File: config.mk
export PLATFORM = sky130hd
export DESIGN_NAME = pong_game_ctrl
export DESIGN_NICKNAME = d
export VERILOG_FILES = /design/src/rtl/pong_pkg.sv /design/src/rtl/frame_tick_gen.sv /design/src/rtl/pong_game_ctrl.sv
export SDC_FILE = /design/constraint.sdc
export NUM_CORES = 1
export LEC_CHECK = 0
export ABC_AREA = 1
export CORE_AREA = 2 2 95 97
export DETAILED_ROUTE_END_ITERATION = 8
export DIE_AREA = 0 0 97 99
export HOLD_SLACK_MARGIN = 0.06
export PLACE_DENSITY = 0.88
export SLEW_MARGIN = 20
export SYNTH_ARGS = -nofsm -noshare
export SYNTH_HDL_FRONTEND = slang
export SYNTH_SLANG_ARGS = --single-unit
File: constraint.sdc
create_clock -name iVGA_CLK -period 10.6 [get_ports iVGA_CLK]
set_input_delay 2.12 -clock iVGA_CLK [delete_from_list [all_inputs] [get_ports iVGA_CLK]]
set_output_delay 2.12 -clock iVGA_CLK [all_outputs]
set_load 0.02 [all_outputs]
File: src/rtl/pong_pkg.sv
// Shared types, default geometry and helpers for the Pong game controller.
package pong_pkg;

  typedef enum logic [1:0] {
    StServe,
    StPlay,
    StPause,
    StOver
  } game_state_e;

  localparam int unsigned H_ACTIVE_DEF     = 640;
  localparam int unsigned V_ACTIVE_DEF     = 480;
  localparam int unsigned BALL_SIZE_DEF    = 8;
  localparam int unsigned PADDLE_H_DEF     = 64;
  localparam int unsigned PADDLE_W_DEF     = 8;
  localparam int unsigned PADDLE_LX_DEF    = 16;
  localparam int unsigned PADDLE_RX_DEF    = 616;
  localparam int unsigned PADDLE_STEP_DEF  = 4;
  localparam int unsigned BALL_STEP_DEF    = 2;
  localparam int unsigned WIN_SCORE_DEF    = 5;
  localparam int unsigned PAUSE_FRAMES_DEF = 60;

  function automatic logic [9:0] centre_pos(input int unsigned span, input int unsigned size);
    return 10'((span - size) / 2);
  endfunction

  localparam logic [9:0] BALL_X0_DEF = centre_pos(H_ACTIVE_DEF, BALL_SIZE_DEF);
  localparam logic [9:0] BALL_Y0_DEF = centre_pos(V_ACTIVE_DEF, BALL_SIZE_DEF);
  localparam logic [9:0] PADDLE_Y0_DEF = centre_pos(V_ACTIVE_DEF, PADDLE_H_DEF);

  // One paddle step; opposing buttons cancel, result clamped to 0..y_max.
  function automatic logic [9:0] paddle_next(input logic [9:0] y, input logic up,
                                             input logic dn, input logic [10:0] step,
                                             input logic [10:0] y_max);
    logic [10:0] ye;
    logic [10:0] res;
    ye  = {1'b0, y};
    res = ye;
    if (up && !dn) begin
      res = (ye < step) ? 11'd0 : ye - step;
    end else if (dn && !up) begin
      res = (ye + step > y_max) ? y_max : ye + step;
    end
    return res[9:0];
  endfunction

endpackage

File: src/rtl/frame_tick_gen.sv
// Synchronises the active-low vertical sync and emits a one-cycle tick on its falling edge.
module frame_tick_gen (
  input  logic iVGA_CLK,
  input  logic iRST_n,
  input  logic iVS,
  output logic frame_tick
);

  logic vs_meta_q, vs_sync_q, vs_prev_q;

  // Flops reset high to match idle sync so no spurious tick follows reset.
  always_ff @(posedge iVGA_CLK or negedge iRST_n) begin
    if (!iRST_n) begin
      vs_meta_q <= 1'b1;
      vs_sync_q <= 1'b1;
      vs_prev_q <= 1'b1;
    end else begin
      vs_meta_q <= iVS;
      vs_sync_q <= vs_meta_q;
      vs_prev_q <= vs_sync_q;
    end
  end

  assign frame_tick = vs_prev_q & ~vs_sync_q;

endmodule

File: src/rtl/pong_game_ctrl.sv
// Frame-sequenced Pong controller: ball, paddles, score and win state, advanced once per frame.
// Define PONG_AI_EN to have the right paddle track the ball instead of its buttons.
module pong_game_ctrl
  import pong_pkg::*;
#(
  parameter int unsigned H_ACTIVE     = H_ACTIVE_DEF,
  parameter int unsigned V_ACTIVE     = V_ACTIVE_DEF,
  parameter int unsigned BALL_SIZE    = BALL_SIZE_DEF,
  parameter int unsigned PADDLE_H     = PADDLE_H_DEF,
  parameter int unsigned PADDLE_W     = PADDLE_W_DEF,
  parameter int unsigned PADDLE_LX    = PADDLE_LX_DEF,
  parameter int unsigned PADDLE_RX    = PADDLE_RX_DEF,
  parameter int unsigned PADDLE_STEP  = PADDLE_STEP_DEF,
  parameter int unsigned BALL_STEP    = BALL_STEP_DEF,
  parameter int unsigned WIN_SCORE    = WIN_SCORE_DEF,
  parameter int unsigned PAUSE_FRAMES = PAUSE_FRAMES_DEF
) (
  input  logic       iVGA_CLK,
  input  logic       iRST_n,
  input  logic       iVS,
  input  logic       iStart,
  input  logic       iL_up,
  input  logic       iL_dn,
  input  logic       iR_up,
  input  logic       iR_dn,
  output logic [9:0] ball_x,
  output logic [9:0] ball_y,
  output logic [9:0] paddleL_y,
  output logic [9:0] paddleR_y,
  output logic [2:0] scoreL,
  output logic [2:0] scoreR,
  output logic       game_over,
  output logic       left_win,
  output logic       right_win
);

  localparam logic [10:0] BallXMax  = 11'(H_ACTIVE - BALL_SIZE);
  localparam logic [10:0] BallYMax  = 11'(V_ACTIVE - BALL_SIZE);
  localparam logic [10:0] PadYMax   = 11'(V_ACTIVE - PADDLE_H);
  localparam logic [10:0] LeftFace  = 11'(PADDLE_LX + PADDLE_W);
  localparam logic [10:0] RightFace = 11'(PADDLE_RX - BALL_SIZE);
  localparam logic [10:0] BallStep  = 11'(BALL_STEP);
  localparam logic [10:0] PadStep   = 11'(PADDLE_STEP);
  localparam logic [10:0] BallSz    = 11'(BALL_SIZE);
  localparam logic [10:0] PadH      = 11'(PADDLE_H);
  localparam logic [9:0]  BallX0    = centre_pos(H_ACTIVE, BALL_SIZE);
  localparam logic [9:0]  BallY0    = centre_pos(V_ACTIVE, BALL_SIZE);
  localparam logic [9:0]  PadY0     = centre_pos(V_ACTIVE, PADDLE_H);
  localparam int unsigned CntW      = (PAUSE_FRAMES > 1) ? $clog2(PAUSE_FRAMES) : 1;
  localparam logic [CntW-1:0] PauseLast = CntW'(PAUSE_FRAMES - 1);
  localparam logic [2:0]  WinScore  = 3'(WIN_SCORE);

  logic tick;

  frame_tick_gen u_frame_tick (
    .iVGA_CLK  (iVGA_CLK),
    .iRST_n    (iRST_n),
    .iVS       (iVS),
    .frame_tick(tick)
  );

  game_state_e     state_q, state_d;
  logic [9:0]      bx_q, bx_d, by_q, by_d, pl_q, pl_d, pr_q, pr_d;
  logic [2:0]      sl_q, sl_d, sr_q, sr_d;
  logic            dx_q, dx_d, dy_q, dy_d;  // 1 = moving toward larger coordinate
  logic [CntW-1:0] cnt_q, cnt_d;
  logic            win_r_q, win_r_d;

  logic [10:0] bx_ext, by_ext, pl_ext, pr_ext, vy, hx;
  logic        vdy, hdx, overlap_l, overlap_r, point_l, point_r;
  logic        r_up, r_dn;
  logic [2:0]  score_new;

  assign bx_ext = {1'b0, bx_q};
  assign by_ext = {1'b0, by_q};
  assign pl_ext = {1'b0, pl_q};
  assign pr_ext = {1'b0, pr_q};

`ifdef PONG_AI_EN
  logic [10:0] ball_c, pad_c;
  logic        unused_r_btn;
  assign unused_r_btn = iR_up ^ iR_dn;
  assign ball_c = by_ext + (BallSz >> 1);
  assign pad_c  = pr_ext + (PadH >> 1);
  assign r_dn   = ball_c > pad_c + PadStep;
  assign r_up   = ball_c + PadStep < pad_c;
`else
  assign r_up = iR_up;
  assign r_dn = iR_dn;
`endif

  always_ff @(posedge iVGA_CLK or negedge iRST_n) begin
    if (!iRST_n) begin
      state_q <= StServe;
    end else begin
      state_q <= state_d;
    end
  end

  always_ff @(posedge iVGA_CLK or negedge iRST_n) begin
    if (!iRST_n) begin
      bx_q    <= BallX0;
      by_q    <= BallY0;
      pl_q    <= PadY0;
      pr_q    <= PadY0;
      sl_q    <= '0;
      sr_q    <= '0;
      dx_q    <= 1'b1;
      dy_q    <= 1'b1;
      cnt_q   <= '0;
      win_r_q <= 1'b0;
    end else begin
      bx_q    <= bx_d;
      by_q    <= by_d;
      pl_q    <= pl_d;
      pr_q    <= pr_d;
      sl_q    <= sl_d;
      sr_q    <= sr_d;
      dx_q    <= dx_d;
      dy_q    <= dy_d;
      cnt_q   <= cnt_d;
      win_r_q <= win_r_d;
    end
  end

  always_comb begin
    state_d   = state_q;
    bx_d      = bx_q;
    by_d      = by_q;
    pl_d      = pl_q;
    pr_d      = pr_q;
    sl_d      = sl_q;
    sr_d      = sr_q;
    dx_d      = dx_q;
    dy_d      = dy_q;
    cnt_d     = cnt_q;
    win_r_d   = win_r_q;
    score_new = '0;

    vy  = by_ext;
    vdy = dy_q;
    if (!dy_q) begin
      if (by_ext < BallStep) begin
        vy  = '0;
        vdy = 1'b1;
      end else begin
        vy = by_ext - BallStep;
      end
    end else if (by_ext + BallStep > BallYMax) begin
      vy  = BallYMax;
      vdy = 1'b0;
    end else begin
      vy = by_ext + BallStep;
    end

    // Collisions use pre-tick ball and paddle positions.
    overlap_l = (by_ext + BallSz > pl_ext) && (by_ext < pl_ext + PadH);
    overlap_r = (by_ext + BallSz > pr_ext) && (by_ext < pr_ext + PadH);
    hx        = bx_ext;
    hdx       = dx_q;
    point_l   = 1'b0;
    point_r   = 1'b0;
    if (!dx_q) begin
      if (bx_ext <= LeftFace + BallStep && overlap_l) begin
        hx  = LeftFace;
        hdx = 1'b1;
      end else if (bx_ext < BallStep) begin
        point_r = 1'b1;
      end else begin
        hx = bx_ext - BallStep;
      end
    end else begin
      if (bx_ext + BallStep >= RightFace && overlap_r) begin
        hx  = RightFace;
        hdx = 1'b0;
      end else if (bx_ext + BallStep > BallXMax) begin
        point_l = 1'b1;
      end else begin
        hx = bx_ext + BallStep;
      end
    end

    if (tick) begin
      if (state_q != StOver) begin
        pl_d = paddle_next(pl_q, iL_up, iL_dn, PadStep, PadYMax);
        pr_d = paddle_next(pr_q, r_up, r_dn, PadStep, PadYMax);
      end
      unique case (state_q)
        StServe: begin
          if (iStart) state_d = StPlay;
        end
        StPlay: begin
          if (point_l || point_r) begin
            score_new = point_l ? sl_q + 3'd1 : sr_q + 3'd1;
            if (point_l) sl_d = score_new;
            else         sr_d = score_new;
            if (score_new == WinScore) begin
              state_d = StOver;
              win_r_d = point_r;
            end else begin
              state_d = StPause;
              bx_d    = BallX0;
              by_d    = BallY0;
              cnt_d   = '0;
              dx_d    = point_l;  // serve toward the player who lost the point
              dy_d    = vdy;
            end
          end else begin
            bx_d = hx[9:0];
            by_d = vy[9:0];
            dx_d = hdx;
            dy_d = vdy;
          end
        end
        StPause: begin
          if (cnt_q == PauseLast) state_d = StPlay;
          else                    cnt_d   = cnt_q + 1'b1;
        end
        StOver: begin
          if (iStart) begin
            state_d = StServe;
            sl_d    = '0;
            sr_d    = '0;
            bx_d    = BallX0;
            by_d    = BallY0;
          end
        end
      endcase
    end
  end

  always_comb begin
    ball_x    = bx_q;
    ball_y    = by_q;
    paddleL_y = pl_q;
    paddleR_y = pr_q;
    scoreL    = sl_q;
    scoreR    = sr_q;
    game_over = (state_q == StOver);
    left_win  = game_over & ~win_r_q;
    right_win = game_over & win_r_q;
  end

endmodule
==> metrics.md <==
| Metric | Value |
|---|---|
| Status | `completed` |
| CTS clk-pin slew, worst paths | `approximately 0.10 ns` |
| Area post-placement | `just under 6000 um2` |
| Worst-Skew Late Latency | `around 0.31 ns` |
| Design area | `approximately 5900 um2` |
| Final hold vios | `0` |
| Slew @ Worst Pin | `around 0.84 ns` |
| Kind of critical path | `reg2reg` |
| Final WL | `approximately 14000 um` |
| CP max-delay cell | `dfstp_2` |
| Layout Cells excl Fill | `between 900 and 1000` |
| Total power draw | `around 1700 uW` |
| Antenna-violating nets left | `0` |
| Initial drt markers | `between 300 and 400` |
| Share of cells above drive strength 1 | `0.0713` |
| I/O Buffers | `50` |
| Total global-route track usage | `0.279` |
| Die ar. | `9600 um2` |
| Core area | `between 8000 and 9000 um2` |
| Netlist cell types | `between 40 and 50` |
| Synthesized area per cell | `around 6.7 um2` |
| Initial Utilization | `0.616` |
| Mapped cell area | `about 5300 um2` |
| Relative slew slack | `0.437` |
| Antenna violations before repair | `0` |
| Asr flop ratio synth | `1.00` |
| Total stage count of the critical path | `28` |
| Number of enable flip-flop cells after synthesis | `0` |
| DR vias | `about 5400` |
| Yosys Warn Count | `0` |
| Gr ovfl total | `0` |
| Pwr dens | `295 nW/um2` |
| Fmax | `between 200 and 250 MHz` |
| Seq/Total Area, Yosys | `0.262` |
| GR met3 Demand/Resource | `0.0270` |
| Cells after Synth | `just under 800` |
| HP Class | `reg2reg` |
| Ant. Diodes | `0` |
| P_leak | `around 0.0029 uW` |
| Row Count | `34` |
| # hold bufs at CTS | `0` |
| First-pass GRT wire length | `22600 um` |
| Busiest grt layer | `met2` |
| Final min period | `about 4.3 ns` |
| Crit. End Element | `register` |
| Unrepaired setup endpoints after global routing | `no` |
| Max-cap violations | `0` |
| Hold Crit Depth | `0` |
| Layout fillers | `749` |
| H-tree depth | `2` |
| Post-CTS Setup Inserts | `0` |
| Worst IR Drop VDD | `0.000145 V` |
| Post-synth top flop | `dfrtp_1` |
| Via density | `5.82` |
| Dpl hpwl | `about 10000 um` |
| I/O pin count | `57` |
| Grt met2 use | `0.491` |
| First-pass DRT Iterations | `6` |
| Worst clock skew | `around 0.015 ns` |
| Num CTS Buffers | `5` |
| Worst endpoint required time | `roughly 11 ns` |
| CP dominant cell by count | `nand2_1` |
| Placer Congestion | `0.963` |
| Clock Tree Root | `clkbuf_8` |
| Slew Limit Fails | `0` |
| Met1 Use GR | `0.352` |
| CTS resizes | `0` |
| Slowest stage delay, CP | `roughly 0.69 ns` |
| Drt drc | `0` |
| CP delay by family, top | `simple AND/OR/NAND/NOR gates` |
| R2R depth | `28` |
| CP Launch Type | `register` |
| Final setup viols | `0` |
| CTS max path bufs | `2` |
| CTS tree | `yes` |
| Crit path buffers/inverters | `5` |
| Largest net degree at the start of global routing | `55` |
| Placed insts | `just over 900` |
| WL/cell | `approximately 14 um` |
| Setup_tns | `0 ns` |
| Nets@finish | `883` |
| Reg2Reg Setup Slack | `6.30 ns` |
| Critical Path AT | `4.55 ns` |
| Number of global-route vias before repair | `~5000` |
| Area Overhead vs Synth | `11.7%` |
| Clock Sinks | `54` |
| Largest driver fanout on the critical path | `18` |
| Worst hold margin | `~0.35 ns` |
| DIE WIDTH | `97 um` |
| Final Cycle Share | `0.406` |
| Yosys reg bits | `54` |
| Chip Height | `between 90 and 100 um` |
==> synth_stat cells (4+ instances only) <==
cell	number	area, um2
xor2_1	33	289
a21oi_1	26	130
nand2_1	200	751
o21ai_0	45	225
buf_2	7	35.0
nor2_1	85	319
clkbuf_1	5	18.8
buf_4	8	60.1
nand2_2	4	25.0
inv_1	98	368
nand4_1	24	150
ha_1	49	613
a31oi_1	5	31.3
inv_2	6	22.5
nor3_1	14	70.1
nor2_2	5	31.3
dfrtp_1	33	826
dfstp_2	21	552
nand3_1	61	305
o21ai_1	6	30.0
a22oi_1	4	30.0
nor4_1	4	25.0
o22ai_1	4	25.0
==> metal layers <==
| metal | share of wire | vias to the layer above |
|---|---|---|
| met2 | 0.49 | 264 |
| li1 | - | 2659 |
| met3 | 0.074 | 29 |
| met1 | 0.41 | 2486 |
| met5 | 0 | - |
| met4 | 0.023 | 0 |
==> area by class of cell <==
cell class,count,area (um2),area share
Timing Repair Buffer,51,503,0.0855
Inverter,104,390,0.0663
Clock inverter,2,13.8,0.00234
Clock buffer,6,72.6,0.0123
Multi-Input combinational cell,610,3390,0.576
Tap cell,108,135,0.0230
Sequential cell,54,1380,0.234
==> state kept, by name, indices dropped and copies added, names as in the netlist, 2 cells and up <==
signal     cells
ball_x         9
ball_y         9
paddleL_y      8
paddleR_y      8
cnt_q          6
scoreL         3
scoreR         3
state_q        2
==> per-stage QoR <==
stage               utilization  setup WS [ns]
floorplan                     -           6.98
global placement          0.678           6.40
detailed placement        0.678           6.28
CTS                       0.688           6.34
global route              0.688           5.92
finish                    0.688           6.30
==> cells by family (layout without fill, tap and decap cells) <==
kind of cell	Yosys count	after routing	synth area share
and+or+nand+nor	416	416	0.354
buffers and inverters	125	163	0.0979
AOI/OAI and AO/OA	104	104	0.112
DFF	54	54	0.262
adders and majority gates	49	49	0.116
xor gates and xnor gates	35	35	0.0582
other	1	6	0.000712
==> power by group <==
part	internal [uW]	total, uW	switching (uW)
Clock	46.8	116	69.0
Sequential	304	450	146
Combinational	453	1170	719
==> cells in the final DEF (no fill, tap or decap), types with 3 or more instances in the layout <==
| master | Yosys | routed |
|---|---|---|
| nand2_1 | 200 | 200 |
| inv_1 | 98 | 98 |
| nor2_1 | 85 | 85 |
| nand3_1 | 61 | 61 |
| ha_1 | 49 | 49 |
| clkdlybuf4s50_1 | 0 | 49 |
| o21ai_0 | 45 | 45 |
| xor2_1 | 33 | 33 |
| dfrtp_1 | 33 | 33 |
| a21oi_1 | 26 | 26 |
| nand4_1 | 24 | 24 |
| dfstp_2 | 21 | 21 |
| nor3_1 | 14 | 14 |
| inv_2 | 6 | 6 |
| o21ai_1 | 6 | 6 |
| conb_1 | 1 | 6 |
| nor2_2 | 5 | 5 |
| a31oi_1 | 5 | 5 |
| clkbuf_8 | 0 | 5 |
| nand2_2 | 4 | 4 |
| nor4_1 | 4 | 4 |
| a22oi_1 | 4 | 4 |
| o22ai_1 | 4 | 4 |
| nand2_4 | 3 | 3 |
| nand3_2 | 3 | 3 |
| or2_2 | 3 | 3 |
==> worst paths after layout <==
check	end	startpoint
worst max register to register	ball_x[9]	ball_y[3]
min in group asynchronous	paddleL_y[8]	iRST_n
worst max-delay path	ball_x[9]	ball_y[3]
worst min-delay path	u_frame_tick.vs_sync_q	u_frame_tick.vs_meta_q
worst min register to register	u_frame_tick.vs_sync_q	u_frame_tick.vs_meta_q
max in group asynchronous	ball_y[8]	iRST_n
(Power assumes the default switching activity.)
